--- src/rtl/spi_responder_if.sv ---
// Bus bundle for spi_responder: SPI pins plus the local tx/rx handshake and status strobes.
// The slave modport is the responder's view; master is the driving side (top level or bench).
interface spi_responder_if #(
  parameter int unsigned WIDTH = 12
);
  logic             sclk;
  logic             cs;
  logic             mosi;
  logic             miso;
  logic [WIDTH-1:0] tx_data;
  logic             tx_valid;
  logic             tx_ready;
  logic [WIDTH-1:0] rx_data;
  logic             rx_valid;
  logic             busy;
  logic             underrun;
  logic             frame_err;

  modport slave (
    input  sclk, cs, mosi, tx_data, tx_valid,
    output miso, tx_ready, rx_data, rx_valid, busy, underrun, frame_err
  );

  modport master (
    output sclk, cs, mosi, tx_data, tx_valid,
    input  miso, tx_ready, rx_data, rx_valid, busy, underrun, frame_err
  );
endinterface

--- src/rtl/spi_responder.sv ---
// SPI mode-0, LSB-first slave running on the system clock: captures a WIDTH-bit frame on
// MOSI while returning a buffered response word on MISO, with rx/underrun/abort strobes.
module spi_responder #(
  parameter int unsigned WIDTH       = 12,
  parameter int unsigned SYNC_STAGES = 2
) (
  input logic            clk,
  input logic            rst,
  spi_responder_if.slave bus
);
  localparam int unsigned CntW = $clog2(WIDTH + 1);

  typedef enum logic [1:0] {
    StIdle,
    StShift,
    StDone
  } state_e;

  // Synchronizers and edge detection
  logic [SYNC_STAGES-1:0] sclk_sync_q;
  logic [SYNC_STAGES-1:0] cs_sync_q;
  logic [SYNC_STAGES-1:0] mosi_sync_q;
  logic                   sclk_d_q;
  logic                   cs_d_q;
  logic                   sclk_s;
  logic                   cs_s;
  logic                   mosi_s;
  logic                   sclk_rise;
  logic                   sclk_fall;
  logic                   cs_rise;
  logic                   cs_fall;

  always_ff @(posedge clk or negedge rst) begin
    if (!rst) begin
      sclk_sync_q <= '0;
      cs_sync_q   <= '1;
      mosi_sync_q <= '0;
      sclk_d_q    <= 1'b0;
      cs_d_q      <= 1'b1;
    end else begin
      sclk_sync_q <= {sclk_sync_q[SYNC_STAGES-2:0], bus.sclk};
      cs_sync_q   <= {cs_sync_q[SYNC_STAGES-2:0], bus.cs};
      mosi_sync_q <= {mosi_sync_q[SYNC_STAGES-2:0], bus.mosi};
      sclk_d_q    <= sclk_s;
      cs_d_q      <= cs_s;
    end
  end

  assign sclk_s    = sclk_sync_q[SYNC_STAGES-1];
  assign cs_s      = cs_sync_q[SYNC_STAGES-1];
  assign mosi_s    = mosi_sync_q[SYNC_STAGES-1];
  assign sclk_rise = sclk_s & ~sclk_d_q;
  assign sclk_fall = ~sclk_s & sclk_d_q;
  assign cs_rise   = cs_s & ~cs_d_q;
  assign cs_fall   = ~cs_s & cs_d_q;

  // Frame state, shift registers and transmit buffer
  state_e           state_q, state_d;
  logic [CntW-1:0]  cnt_q, cnt_d;
  logic [CntW-1:0]  cnt_inc;
  logic [WIDTH-1:0] tx_shift_q, tx_shift_d;
  // Only the upper WIDTH-1 received bits need storing; the newest bit arrives on mosi_s.
  logic [WIDTH-2:0] rx_shift_q, rx_shift_d;
  logic [WIDTH-1:0] rx_word;
  logic [WIDTH-1:0] buf_q, buf_d;
  logic             buf_full_q, buf_full_d;
  logic [WIDTH-1:0] rx_data_q, rx_data_d;
  logic             rx_valid_q, rx_valid_d;
  logic             underrun_q, underrun_d;
  logic             frame_err_q, frame_err_d;
  logic             direct_load;

  assign cnt_inc = cnt_q + CntW'(1);
  assign rx_word = {mosi_s, rx_shift_q};

  always_ff @(posedge clk or negedge rst) begin
    if (!rst) begin
      state_q     <= StIdle;
      cnt_q       <= '0;
      tx_shift_q  <= '0;
      rx_shift_q  <= '0;
      buf_q       <= '0;
      buf_full_q  <= 1'b0;
      rx_data_q   <= '0;
      rx_valid_q  <= 1'b0;
      underrun_q  <= 1'b0;
      frame_err_q <= 1'b0;
    end else begin
      state_q     <= state_d;
      cnt_q       <= cnt_d;
      tx_shift_q  <= tx_shift_d;
      rx_shift_q  <= rx_shift_d;
      buf_q       <= buf_d;
      buf_full_q  <= buf_full_d;
      rx_data_q   <= rx_data_d;
      rx_valid_q  <= rx_valid_d;
      underrun_q  <= underrun_d;
      frame_err_q <= frame_err_d;
    end
  end

  always_comb begin
    state_d     = state_q;
    cnt_d       = cnt_q;
    tx_shift_d  = tx_shift_q;
    rx_shift_d  = rx_shift_q;
    buf_d       = buf_q;
    buf_full_d  = buf_full_q;
    rx_data_d   = rx_data_q;
    rx_valid_d  = 1'b0;
    underrun_d  = 1'b0;
    frame_err_d = 1'b0;
    direct_load = 1'b0;

    case (state_q)
      StIdle: begin
        if (cs_fall) begin
          state_d    = StShift;
          cnt_d      = '0;
          rx_shift_d = '0;
          if (buf_full_q) begin
            tx_shift_d = buf_q;
            buf_full_d = 1'b0;
          end else if (bus.tx_valid) begin
            // Word offered exactly at frame start bypasses the buffer.
            tx_shift_d  = bus.tx_data;
            direct_load = 1'b1;
          end else begin
            tx_shift_d = '0;
            underrun_d = 1'b1;
          end
        end
      end

      StShift: begin
        // cs release has priority over any sclk edge seen in the same cycle.
        if (cs_rise) begin
          state_d     = StIdle;
          tx_shift_d  = '0;
          frame_err_d = 1'b1;
        end else if (sclk_rise) begin
          rx_shift_d = rx_word[WIDTH-1:1];
          cnt_d      = cnt_inc;
          if (cnt_inc == CntW'(WIDTH)) begin
            rx_data_d  = rx_word;
            rx_valid_d = 1'b1;
            state_d    = StDone;
          end
        end else if (sclk_fall && (cnt_q != '0) && (cnt_q < CntW'(WIDTH))) begin
          tx_shift_d = tx_shift_q >> 1;
        end
      end

      StDone: begin
        if (cs_rise) begin
          state_d = StIdle;
        end
      end

      default: state_d = StIdle;
    endcase

    if (bus.tx_valid && !buf_full_q && !direct_load) begin
      buf_d      = bus.tx_data;
      buf_full_d = 1'b1;
    end
  end

  assign bus.miso      = (state_q != StIdle) & tx_shift_q[0];
  assign bus.busy      = (state_q != StIdle);
  assign bus.tx_ready  = ~buf_full_q;
  assign bus.rx_data   = rx_data_q;
  assign bus.rx_valid  = rx_valid_q;
  assign bus.underrun  = underrun_q;
  assign bus.frame_err = frame_err_q;

endmodule
--- src/flat_wrapper.sv ---
// flat-port wrapper written by rule: the top's interface ports become plain ports
module spi_responder_flat 
#(
  parameter int unsigned WIDTH       = 12,
  parameter int unsigned SYNC_STAGES = 2
)
  (clk, rst, bus_sclk, bus_cs, bus_mosi, bus_tx_data, bus_tx_valid, bus_miso, bus_tx_ready, bus_rx_data, bus_rx_valid, bus_busy, bus_underrun, bus_frame_err);
  spi_responder_if #(.WIDTH(WIDTH)) bus_i ();
  input logic clk;
  input logic rst;
  input wire logic [$bits(bus_i.sclk)-1:0] bus_sclk;
  input wire logic [$bits(bus_i.cs)-1:0] bus_cs;
  input wire logic [$bits(bus_i.mosi)-1:0] bus_mosi;
  input wire logic [$bits(bus_i.tx_data)-1:0] bus_tx_data;
  input wire logic [$bits(bus_i.tx_valid)-1:0] bus_tx_valid;
  output wire logic [$bits(bus_i.miso)-1:0] bus_miso;
  output wire logic [$bits(bus_i.tx_ready)-1:0] bus_tx_ready;
  output wire logic [$bits(bus_i.rx_data)-1:0] bus_rx_data;
  output wire logic [$bits(bus_i.rx_valid)-1:0] bus_rx_valid;
  output wire logic [$bits(bus_i.busy)-1:0] bus_busy;
  output wire logic [$bits(bus_i.underrun)-1:0] bus_underrun;
  output wire logic [$bits(bus_i.frame_err)-1:0] bus_frame_err;
  assign bus_i.sclk = bus_sclk;
  assign bus_i.cs = bus_cs;
  assign bus_i.mosi = bus_mosi;
  assign bus_i.tx_data = bus_tx_data;
  assign bus_i.tx_valid = bus_tx_valid;
  assign bus_miso = bus_i.miso;
  assign bus_tx_ready = bus_i.tx_ready;
  assign bus_rx_data = bus_i.rx_data;
  assign bus_rx_valid = bus_i.rx_valid;
  assign bus_busy = bus_i.busy;
  assign bus_underrun = bus_i.underrun;
  assign bus_frame_err = bus_i.frame_err;
  spi_responder #(.WIDTH(WIDTH), .SYNC_STAGES(SYNC_STAGES)) u_core (.clk(clk), .rst(rst), .bus(bus_i));
endmodule
--- config.mk ---
export PLATFORM = sky130hd
export DESIGN_NAME = spi_responder_flat
export DESIGN_NICKNAME = d
export VERILOG_FILES = /design/src/rtl/spi_responder_if.sv /design/src/rtl/spi_responder.sv /design/src/flat_wrapper.sv
export SDC_FILE = /design/constraint.sdc
export NUM_CORES = 1
export LEC_CHECK = 0
export ABC_AREA = 0
export CAP_MARGIN = 25
export CORE_MARGIN = 4
export CORE_UTILIZATION = 40
export DETAILED_ROUTE_END_ITERATION = 8
export SLEW_MARGIN = 20
export SYNTH_ARGS = -nofsm -noshare
export SYNTH_HDL_FRONTEND = slang
export SYNTH_SLANG_ARGS = --single-unit
--- constraint.sdc ---
create_clock -name clk -period 5 [get_ports clk]
set_input_delay 1 -clock clk [delete_from_list [all_inputs] [get_ports clk]]
set_output_delay 1 -clock clk [all_outputs]
set_load 0.01 [all_outputs]
==> flow_summary.json <==
{
  "hold_viol": 0,
  "setup_ws_ns": 2.234,
  "via_count": 1806,
  "p_leak_nw": 1.472,
  "drc": 0,
  "root_buffer": "clkbuf_8",
  "gp_congestion": 0.7188,
  "powerDensity_nw_per_um2": 386.7,
  "fin_tns_setup_ns": 0,
  "cts_setup_buffers": 0,
  "drive_gt1_share_pct": 19.46,
  "synth-adder-area-share_pct": 1.331,
  "max_freq_mhz": 361.6,
  "drtIter0Drc": 130,
  "synthMuxAreaShare_pct": 10.65,
  "setup_violations": 0,
  "worst-slew-pin-transition_ns": 1.001,
  "antenna_found_initial": 0,
  "post-dp-hpwl_mm": 3.531,
  "wire_per_inst_um": 15.18,
  "critPathArrivalTime_ns": 1.77,
  "fill_cells": 641,
  "finalCritPeriodShare_pct": 55.31,
  "syn_nets": 239,
  "crit_chain": "or2_1 > and2_1 > clkdlybuf4s50_1",
  "num_io_pins": 36,
  "report.power.total_mw": 1.324,
  "synthCells": 218,
  "grt_usage_pct": 13.06,
  "slew_headroom_pct": 33.30,
  "synthSimpleGateAreaFrac_pct": 7.675,
  "clk_pin_slew_ns": 0.07,
  "grt_setup_unrepaired": "false",
  "cp_data_required_time_ns": 4.00,
  "hold_slack_ns": 0.3509,
  "critical_path_class": "reg -> out",
  "mostFrequentLayoutCell": "dfrtp_1",
  "areaGrowthSynthToFinish_pct": 21.38,
  "die-area_um2": 8458,
  "detail-route-antenna-nets": 0,
  "synth_compound_area_share_pct": 18.54,
  "pre_cts_ws_ns": 1.956,
  "numCtsBuffers": 9,
  "cts-hold-fix-buffers": 0,
  "cts_resized": 0,
  "ys_warn_count": 0,
  "critPathMaxStageDelay_ns": 0.49,
  "grt_overflow": 0,
  "synth_xor_xnor_area_share_pct": 0.3106,
  "status": "finished clean",
  "synth_area_um2": 2820,
  "peakVddDrop_uv": 167.3,
  "layout_common_cells": "62 x dfrtp_1, 34 x clkdlybuf4s50_1, 22 x a22o_1",
  "r2r_slack_ns": 2.46,
  "insertion_delay_ns": 0.34,
  "die_width_um": 91.97,
  "drv_cap": 0,
  "fin_skew_ns": 0.01168,
  "die_y_um": 91.97,
  "cp_top_family": "flip-flops",
  "avgSynthCellArea_um2": 12.94,
  "synth_seq_cells": 65,
  "worst-path-buf-inv": 1,
  "start_kind": "flop",
  "initial_core_util_pct": 41.28,
  "dr.pass1.iters": 4,
  "routed_wl_mm": 5.359,
  "vias_per_cell": 5.116,
  "hold_path_class": "reg -> reg",
  "numClockSinks": 65,
  "setup.worst_path.end_class": "output pin",
  "finalCriticalPeriod_ns": 2.766,
  "coreArea_um2": 6832,
  "clockBufferDepth": 2,
  "diodes": 0,
  "ys_seq_area_share_pct": 57.81,
  "grt_pass1_wl_mm": 8.590,
  "rows": 30,
  "synth_top_family_by_area": "compound AO/OA/AOI/OAI gates",
  "drv_slew": 0,
  "grt_pass1_vias": 1758,
  "fin_nets": 273,
  "synth.distinct_cells": 42,
  "worstPathMaxFanout": 11,
  "cts_tree": "built",
  "port_buffers": 35,
  "critPathSlowestCell": "dfrtp_1",
  "dpl_cell_area_um2": 3212,
  "grt_max_degree": 51,
  "htreeDepth": 3,
  "final_cell_area_um2": 3423
}
-- layout make-up --
cell class / count / area, µm² / share of cell area, %
Sequential cell: 65 / 1630 / 47.62
Clock inverter: 5 / 80.08 / 2.339
Inverter: 6 / 22.52 / 0.6579
Clock buffer: 11 / 131.4 / 3.838
Timing Repair Buffer: 36 / 352.8 / 10.31
Multi-Input combinational cell: 134 / 1086 / 31.73
Tap cell: 96 / 120.1 / 3.509
-- synth_stat cells --
| master | number | area share [%] |
|---|---|---|
| dfrtp_1 | 62 | 55 |
| o21ai_1 | 1 | 0.18 |
| o21a_1 | 1 | 0.27 |
| and3b_1 | 1 | 0.31 |
| nand4b_1 | 2 | 0.62 |
| mux2_2 | 16 | 6.4 |
| nand2b_4 | 1 | 0.49 |
| o22ai_1 | 1 | 0.22 |
| a22oi_1 | 1 | 0.27 |
| nand2b_1 | 2 | 0.44 |
| or2_1 | 1 | 0.22 |
| o21bai_1 | 1 | 0.27 |
| buf_6 | 2 | 0.80 |
| mux2_4 | 8 | 4.3 |
| or3b_1 | 2 | 0.62 |
| a22o_1 | 22 | 6.8 |
| nor4_1 | 1 | 0.22 |
| buf_2 | 2 | 0.35 |
| and2_4 | 1 | 0.31 |
| a21oi_1 | 13 | 2.3 |
| a2bb2oi_1 | 11 | 3.4 |
| buf_4 | 1 | 0.27 |
| a31o_2 | 2 | 0.62 |
| and2_1 | 1 | 0.22 |
| nand2_1 | 6 | 0.80 |
| dfstp_2 | 3 | 2.8 |
| nand3_1 | 4 | 0.71 |
| o21ai_0 | 15 | 2.7 |
| nor2_1 | 4 | 0.53 |
| buf_8 | 1 | 0.53 |
| clkbuf_1 | 7 | 0.93 |
| a21oi_4 | 1 | 0.58 |
| a21boi_2 | 1 | 0.40 |
| nor3_1 | 1 | 0.18 |
| xor2_1 | 1 | 0.31 |
| nor2b_1 | 5 | 1.1 |
| and2b_1 | 1 | 0.27 |
| o2111ai_2 | 1 | 0.53 |
| and3_1 | 1 | 0.22 |
| inv_1 | 6 | 0.80 |
| nand4bb_1 | 1 | 0.40 |
| ha_1 | 3 | 1.3 |
-- metal layers --
layer	vias to the layer above	global-route usage, %	share of wire [%]
met4	0	6.312	1.2
met2	46	17.46	43
li1	865	-	-
met3	8	3.527	3.6
met5	-	0	0
met1	887	19.34	52
-- cell families after synthesis --
family / Yosys count
AO/OA/AOI/OAI: 71
flip-flops: 65
AND/OR/NAND/NOR: 35
multiplexers: 24
buffers and inverters: 19
adder cells (fa/ha/maj): 3
XOR/XNOR: 1
-- worst paths after layout --
check	startpoint	to	depth (start not counted)
max	u_core.state_q[0]$_DFFE_PN0P_	bus_miso	3
min	u_core.mosi_sync_q[0]$_DFF_PN0_	u_core.mosi_sync_q[1]$_DFF_PN0_	0
max reg2reg	u_core.cnt_q[0]$_DFFE_PN0P_	u_core.tx_shift_q[3]$_DFFE_PN0P_	6
min reg2reg	u_core.mosi_sync_q[0]$_DFF_PN0_	u_core.mosi_sync_q[1]$_DFF_PN0_	0
max in group asynchronous	rst	u_core.tx_shift_q[4]$_DFFE_PN0P_	2
min in group asynchronous	rst	u_core.mosi_sync_q[0]$_DFF_PN0_	1
-- power by group --
part	switching (mW)	total, mW	internal [mW]
combinational	0.0889	0.201	0.112
clock	0.199	0.479	0.280
sequential	0.0486	0.644	0.595
total	0.337	1.32	0.987
-- stage by stage --
| step | std cells | utilization (%) |
|---|---|---|
| after CTS | 353 | 50.11 |
| final | 353 | 50.11 |
| after floorplan | 218 | - |
| after detailed placement | 337 | 47.01 |
| after global routing | 353 | 50.11 |
| after global placement | 337 | 47.01 |
-- state kept, by name, indices dropped and copies added (netlist names) --
register	flops
u_core.buf_full_q	1
u_core.tx_shift_q	12
u_core.buf_q	12
u_core.cs_sync_q	2
u_core.sclk_sync_q	2
u_core.rx_shift_q	11
u_core.bus.rx_data	12
u_core.mosi_sync_q	2
u_core.bus.frame_err	1
u_core.sclk_d_q	1
u_core.bus.underrun	1
u_core.bus.rx_valid	1
u_core.cnt_q	4
u_core.cs_d_q	1
u_core.state_q	2
Power figures use the tool's default switching activity.
